File: src/rtl/ed_alif_sweep_scheduler_if.sv
// Control bundle between the ALIF sweep scheduler, the event fabric and the shared neuron datapath.
interface ed_alif_sweep_scheduler_if #(
    parameter int N_NEURONS = 16,
    parameter int IDX_WIDTH = $clog2(N_NEURONS)
);
    logic                 tick;
    logic                 busy;
    logic                 sweep_done;
    logic                 tick_overrun;
    logic                 evt_valid;
    logic [IDX_WIDTH-1:0] evt_idx;
    logic                 evt_ready;
    logic [IDX_WIDTH-1:0] nrn_idx;
    logic                 nrn_enable;
    logic                 nrn_input_event;
    logic [3:0]           nrn_refract_cnt;
    logic                 nrn_spike;
    logic                 spk_valid;
    logic [IDX_WIDTH-1:0] spk_idx;
    logic                 spk_ready;

    modport master (
        input  tick, evt_valid, evt_idx, nrn_spike, spk_ready,
        output busy, sweep_done, tick_overrun, evt_ready, nrn_idx, nrn_enable,
               nrn_input_event, nrn_refract_cnt, spk_valid, spk_idx
    );

    modport slave (
        output tick, evt_valid, evt_idx, nrn_spike, spk_ready,
        input  busy, sweep_done, tick_overrun, evt_ready, nrn_idx, nrn_enable,
               nrn_input_event, nrn_refract_cnt, spk_valid, spk_idx
    );
endinterface

File: src/rtl/ed_alif_sweep_scheduler.sv
// Sweeps N_NEURONS logical neurons through one shared ALIF datapath per tick, owning the
// pending-event bitmap, refractory counters and a single-entry spike output register.
module ed_alif_sweep_scheduler #(
    parameter int         N_NEURONS      = 16,
    parameter int         IDX_WIDTH      = $clog2(N_NEURONS),
    parameter logic [3:0] REFRACT_PERIOD = 4'd3
) (
    input logic                       clk,
    input logic                       rst_n,
    ed_alif_sweep_scheduler_if.master bus
);
    typedef enum logic [1:0] {S_IDLE, S_SWEEP, S_DONE} state_t;

    localparam logic [IDX_WIDTH-1:0] LAST_IDX = IDX_WIDTH'(N_NEURONS - 1);

    state_t                    r_state;
    logic [IDX_WIDTH-1:0]      r_idx;
    logic                      r_busy;
    logic                      r_sweep_done;
    logic [N_NEURONS-1:0]      r_pend;
    logic [N_NEURONS-1:0][3:0] r_rcnt;
    logic                      r_spk_valid;
    logic [IDX_WIDTH-1:0]      r_spk_idx;

    logic w_slot_ok;
    logic w_issue;
    logic w_evt_ok;

    // Issue only when the spike register can take a result, so no spike is ever dropped.
    assign w_slot_ok = !r_spk_valid || bus.spk_ready;
    assign w_issue   = (r_state == S_SWEEP) && w_slot_ok;
    assign w_evt_ok  = bus.evt_valid && (32'(bus.evt_idx) < N_NEURONS);

    assign bus.busy            = r_busy;
    assign bus.sweep_done      = r_sweep_done;
    assign bus.tick_overrun    = bus.tick && (r_state != S_IDLE);
    assign bus.evt_ready       = 1'b1;
    assign bus.nrn_idx         = r_idx;
    assign bus.nrn_enable      = w_issue;
    assign bus.nrn_input_event = r_pend[r_idx] & w_issue;
    assign bus.nrn_refract_cnt = r_rcnt[r_idx];
    assign bus.spk_valid       = r_spk_valid;
    assign bus.spk_idx         = r_spk_idx;

    always_ff @(posedge clk) begin
        if (!rst_n) begin
            r_state      <= S_IDLE;
            r_idx        <= '0;
            r_busy       <= 1'b0;
            r_sweep_done <= 1'b0;
        end else begin
            r_sweep_done <= 1'b0;
            unique case (r_state)
                S_IDLE: begin
                    if (bus.tick) begin
                        r_state <= S_SWEEP;
                        r_idx   <= '0;
                        r_busy  <= 1'b1;
                    end
                end
                S_SWEEP: begin
                    if (w_slot_ok) begin
                        if (r_idx == LAST_IDX) begin
                            r_state      <= S_DONE;
                            r_idx        <= '0;
                            r_busy       <= 1'b0;
                            r_sweep_done <= 1'b1;
                        end else begin
                            r_idx <= r_idx + IDX_WIDTH'(1);
                        end
                    end
                end
                S_DONE:  r_state <= S_IDLE;
                default: r_state <= S_IDLE;
            endcase
        end
    end

    always_ff @(posedge clk) begin
        if (!rst_n) begin
            r_pend      <= '0;
            r_rcnt      <= '0;
            r_spk_valid <= 1'b0;
            r_spk_idx   <= '0;
        end else begin
            if (w_issue) begin
                r_pend[r_idx] <= 1'b0;
                if (bus.nrn_spike)
                    r_rcnt[r_idx] <= REFRACT_PERIOD;
                else if (r_rcnt[r_idx] != 4'd0)
                    r_rcnt[r_idx] <= r_rcnt[r_idx] - 4'd1;
            end
            // Placed after the issue clear so a same-cycle event survives to the next tick.
            if (w_evt_ok)
                r_pend[bus.evt_idx] <= 1'b1;
            if (w_issue && bus.nrn_spike) begin
                r_spk_valid <= 1'b1;
                r_spk_idx   <= r_idx;
            end else if (bus.spk_ready) begin
                r_spk_valid <= 1'b0;
            end
        end
    end
endmodule

File: src/flat_wrapper.sv
// flat-port wrapper written by rule: the top's interface ports become plain ports
module ed_alif_sweep_scheduler_flat 
#(
    parameter int         N_NEURONS      = 16,
    parameter int         IDX_WIDTH      = $clog2(N_NEURONS),
    parameter logic [3:0] REFRACT_PERIOD = 4'd3
)
  (clk, rst_n, bus_tick, bus_evt_valid, bus_evt_idx, bus_nrn_spike, bus_spk_ready, bus_busy, bus_sweep_done, bus_tick_overrun, bus_evt_ready, bus_nrn_idx, bus_nrn_enable, bus_nrn_input_event, bus_nrn_refract_cnt, bus_spk_valid, bus_spk_idx);
  ed_alif_sweep_scheduler_if #(.N_NEURONS(N_NEURONS), .IDX_WIDTH(IDX_WIDTH)) bus_i ();
  input logic clk;
  input logic rst_n;
  input wire logic [$bits(bus_i.tick)-1:0] bus_tick;
  input wire logic [$bits(bus_i.evt_valid)-1:0] bus_evt_valid;
  input wire logic [$bits(bus_i.evt_idx)-1:0] bus_evt_idx;
  input wire logic [$bits(bus_i.nrn_spike)-1:0] bus_nrn_spike;
  input wire logic [$bits(bus_i.spk_ready)-1:0] bus_spk_ready;
  output wire logic [$bits(bus_i.busy)-1:0] bus_busy;
  output wire logic [$bits(bus_i.sweep_done)-1:0] bus_sweep_done;
  output wire logic [$bits(bus_i.tick_overrun)-1:0] bus_tick_overrun;
  output wire logic [$bits(bus_i.evt_ready)-1:0] bus_evt_ready;
  output wire logic [$bits(bus_i.nrn_idx)-1:0] bus_nrn_idx;
  output wire logic [$bits(bus_i.nrn_enable)-1:0] bus_nrn_enable;
  output wire logic [$bits(bus_i.nrn_input_event)-1:0] bus_nrn_input_event;
  output wire logic [$bits(bus_i.nrn_refract_cnt)-1:0] bus_nrn_refract_cnt;
  output wire logic [$bits(bus_i.spk_valid)-1:0] bus_spk_valid;
  output wire logic [$bits(bus_i.spk_idx)-1:0] bus_spk_idx;
  assign bus_i.tick = bus_tick;
  assign bus_i.evt_valid = bus_evt_valid;
  assign bus_i.evt_idx = bus_evt_idx;
  assign bus_i.nrn_spike = bus_nrn_spike;
  assign bus_i.spk_ready = bus_spk_ready;
  assign bus_busy = bus_i.busy;
  assign bus_sweep_done = bus_i.sweep_done;
  assign bus_tick_overrun = bus_i.tick_overrun;
  assign bus_evt_ready = bus_i.evt_ready;
  assign bus_nrn_idx = bus_i.nrn_idx;
  assign bus_nrn_enable = bus_i.nrn_enable;
  assign bus_nrn_input_event = bus_i.nrn_input_event;
  assign bus_nrn_refract_cnt = bus_i.nrn_refract_cnt;
  assign bus_spk_valid = bus_i.spk_valid;
  assign bus_spk_idx = bus_i.spk_idx;
  ed_alif_sweep_scheduler #(.N_NEURONS(N_NEURONS), .IDX_WIDTH(IDX_WIDTH), .REFRACT_PERIOD(REFRACT_PERIOD)) u_core (.clk(clk), .rst_n(rst_n), .bus(bus_i));
endmodule
File: config.mk
export PLATFORM = sky130hd
export DESIGN_NAME = ed_alif_sweep_scheduler_flat
export DESIGN_NICKNAME = d
export VERILOG_FILES = /design/src/rtl/ed_alif_sweep_scheduler_if.sv /design/src/rtl/ed_alif_sweep_scheduler.sv /design/src/flat_wrapper.sv
export SDC_FILE = /design/constraint.sdc
export NUM_CORES = 1
export LEC_CHECK = 0
export CORE_MARGIN = 8
export CORE_UTILIZATION = 45
export DETAILED_ROUTE_END_ITERATION = 6
export MAX_ROUTING_LAYER = met4
export PLACE_DENSITY = 0.62
export SKIP_CTS_REPAIR_TIMING = 1
export SYNTH_ARGS = -nofsm -noshare
export SYNTH_HDL_FRONTEND = slang
export SYNTH_SLANG_ARGS = --single-unit
File: constraint.sdc
create_clock -name clk -period 6.29 [get_ports clk]
set_input_delay 1.258 -clock clk [delete_from_list [all_inputs] [get_ports clk]]
set_output_delay 1.258 -clock clk [all_outputs]
set_load 0.005 [all_outputs]
==> flow_summary.toml <==
[sta]
max_freq_ghz = 0.223
timing.final.crit_share_pct = 71.1
rsz0062_at_grt = "no"
final_max_slew_viol_count = 0
whs_ns = 0.466
finalClockSkew_ns = 0.0128
min_period_ns = 4.48
fin_setup_tns_ns = 0
slew_headroom_pct = 40.0
setup_violations = 0
worst_slack_ns = 1.81
worst_slew_pin_slew_ns = 0.898
finalHoldViolations = 0

[worst_setup_path]
crit_top_cell = "mux2i_1"
path_cells = "buf_4 > mux2i_1 > mux4_2 > mux2i_1 > clkdlybuf4s50_1"
required_ns = 5.03
critPathBufInv = 2
cp-start-kind = "register"
max_stage_delay_ns = 0.91
arrival_ns = 3.22
worstSetupPathType = "reg2out"
path_delay_family = "buffers and inverters"
end_kind = "output port"
critPathSlowestCell = "dfxtp_1"
path_max_fanout = 18

[cells_and_area]
antenna_cells = 0
drive_gt1_share_pct = 8.94
final_area_um2 = 5110
fillCellCount = 962
multi_input_area_um2 = 2490
syn_to_final_growth_pct = 11.7
seq_area_um2 = 1860
fin_cells = 681
layout.nets = 558
final_util_pct = 52.0

[route]
via_per_inst = 6.15
drc_errors = 0
drt-wirelength-per-cell_um = 20.1
ant_nets = 0
first_iter_violations = 418
drt-total-wl_mm = 13.7
first_pass_iters = 5
vias = 4190

[run]
maxCapViolCount = 0

[floorplanning]
io_pins = 29
die_y_um = 117
initial_core_util_pct = 46.6
die_area_um2 = 13600
rows = 36
core_area_um2 = 9820
die_x_um = 117

[grt]
grtUsageTotal_pct = 21.5
grt.overflow.total = 0
grt_max_degree = 72
grt_pass1_vias = 3929
grt_pass1_wl_mm = 22.0
antenna_found_initial = 0

[yosys]
syn_inst = 543
synth_ff_type = "dfxtp_1"
synthAdderAreaFrac_pct = 1.37
synth_edf_count = 0
syn-num-nets = 558
synth_top_cell_by_area = "dfxtp_1"
synth_top_area_share_pct = 40.7
async_reset_ff_share_pct = 0
syn_area_per_cell_um2 = 8.42
synth_common_cells = "93 x dfxtp_1, 73 x nor3_1, 68 x a21oi_1"
synth_top_family_by_area = "simple AND/OR/NAND/NOR gates"
synth-xor-area-share_pct = 0.383
yosys.area_share.simple_pct = 23.5
ys_types = 42
synth_most_common_cell = "dfxtp_1"
synth_compound_area_share_pct = 16.3
synth_mux_area_share_pct = 12.6
netlist_area_um2 = 4570
ys_warn_count = 0
ys_seq_area_share_pct = 40.7
synthTopCellsByArea = "dfxtp_1 41%, mux4_2 9.4%, nor3_1 8.0%"
ys_seq_elements = 93

[power_and_ir_drop]
power.density_nw_per_um2 = 246
power.total_mw = 1.26
cellLeakagePower_nw = 1.59
ir_worst_vdd_mv = 0.141

[placed_design]
dp.cells = 665
gp_congestion = 0.890
io_buffers = 27
dp_slack_ns = 2.21
place_area_um2 = 4890
dp_hpwl_mm = 9.13

[worst_hold_path]
hold_class = "reg2reg"

[clocking]
clockRootBuffer = "clkbuf_8"
clock-sinks = 93
cts_buffers = 9
clockBufferDepth = 2
clk_pin_slew_ns = 0.10
insertion_delay_ns = 0.37
cts_tree = "done"
ctsHtreeMaxLevel = 3

[status]
outcome = "finished clean"
routing by layer:
metal  routed length (µm)  vias up  GRT usage [%]  part of all wire, %
met3                  865       26           3.85                  6.3
li1                     -     1964              -                    -
met5                    0        -              -                    0
met4                  227        0           5.97                  1.7
met1                 6190     2045           28.4                   45
met2                 6370      155           33.2                   47
tightest hold or removal path, stage by stage (launching register included):
cell	delay (ns)
dfxtp_1	0.32
nand2_1	0.05
a21oi_1	0.05
worst paths after layout:
kind,from,end,slack [ns],cells past startpoint
worst max-delay path,u_core.bus.nrn_idx[1],bus_nrn_refract_cnt[2],1.81,5
worst min-delay path,u_core.bus.spk_idx[0],u_core.bus.spk_idx[0],0.47,2
worst max register to register,u_core.bus.nrn_idx[0],u_core.r_rcnt[35],2.44,10
worst min register to register,u_core.bus.spk_idx[0],u_core.bus.spk_idx[0],0.47,2
layout by cell type (no fill, tap or decap), types with 15 or more instances in the layout:
master,Yosys,routed
nor2_1,56,56
nand3_1,19,19
mux4_2,19,19
dfxtp_1,93,93
o21ai_0,24,24
nand2_1,42,42
a21oi_1,68,68
nor3_1,73,73
mux2i_1,15,15
clkdlybuf4s50_1,0,27
area by class of cell:
type / count / share of cell area (%)
Clock buffer: 9 / 2.42
Clock inverter: 7 / 1.86
Inverter: 8 / 0.588
Multi-Input combinational cell: 395 / 48.8
Sequential cell: 93 / 36.4
Tap cell: 133 / 3.26
Timing Repair Buffer: 36 / 6.61
cells by family after synthesis:
group                      Yosys count
other                                1
muxes                               34
xor gates and xnor gates             2
and+or+nand+nor                    223
DFF                                 93
AOI/OAI and AO/OA                  130
buffers and inverters               55
adders and majority gates            5
flip-flops by register name, summed over array words and instances, names as in the netlist:
name	flops
u_core.bus.nrn_idx	4
u_core.bus.spk_valid	1
u_core.r_state	2
u_core.bus.busy	1
u_core.bus.spk_idx	4
u_core.r_pend	16
u_core.r_rcnt	64
u_core.bus.sweep_done	1
report_power, final:
group | leakage, nW | total (mW) | switching (mW) | internal [mW]
clock network | 0.110 | 0.458 | 0.233 | 0.226
logic | 0.727 | 0.185 | 0.126 | 0.0582
registers | 0.752 | 0.613 | 0.0118 | 0.601
total | 1.59 | 1.26 | 0.371 | 0.885
Power figures use the tool's default switching activity.
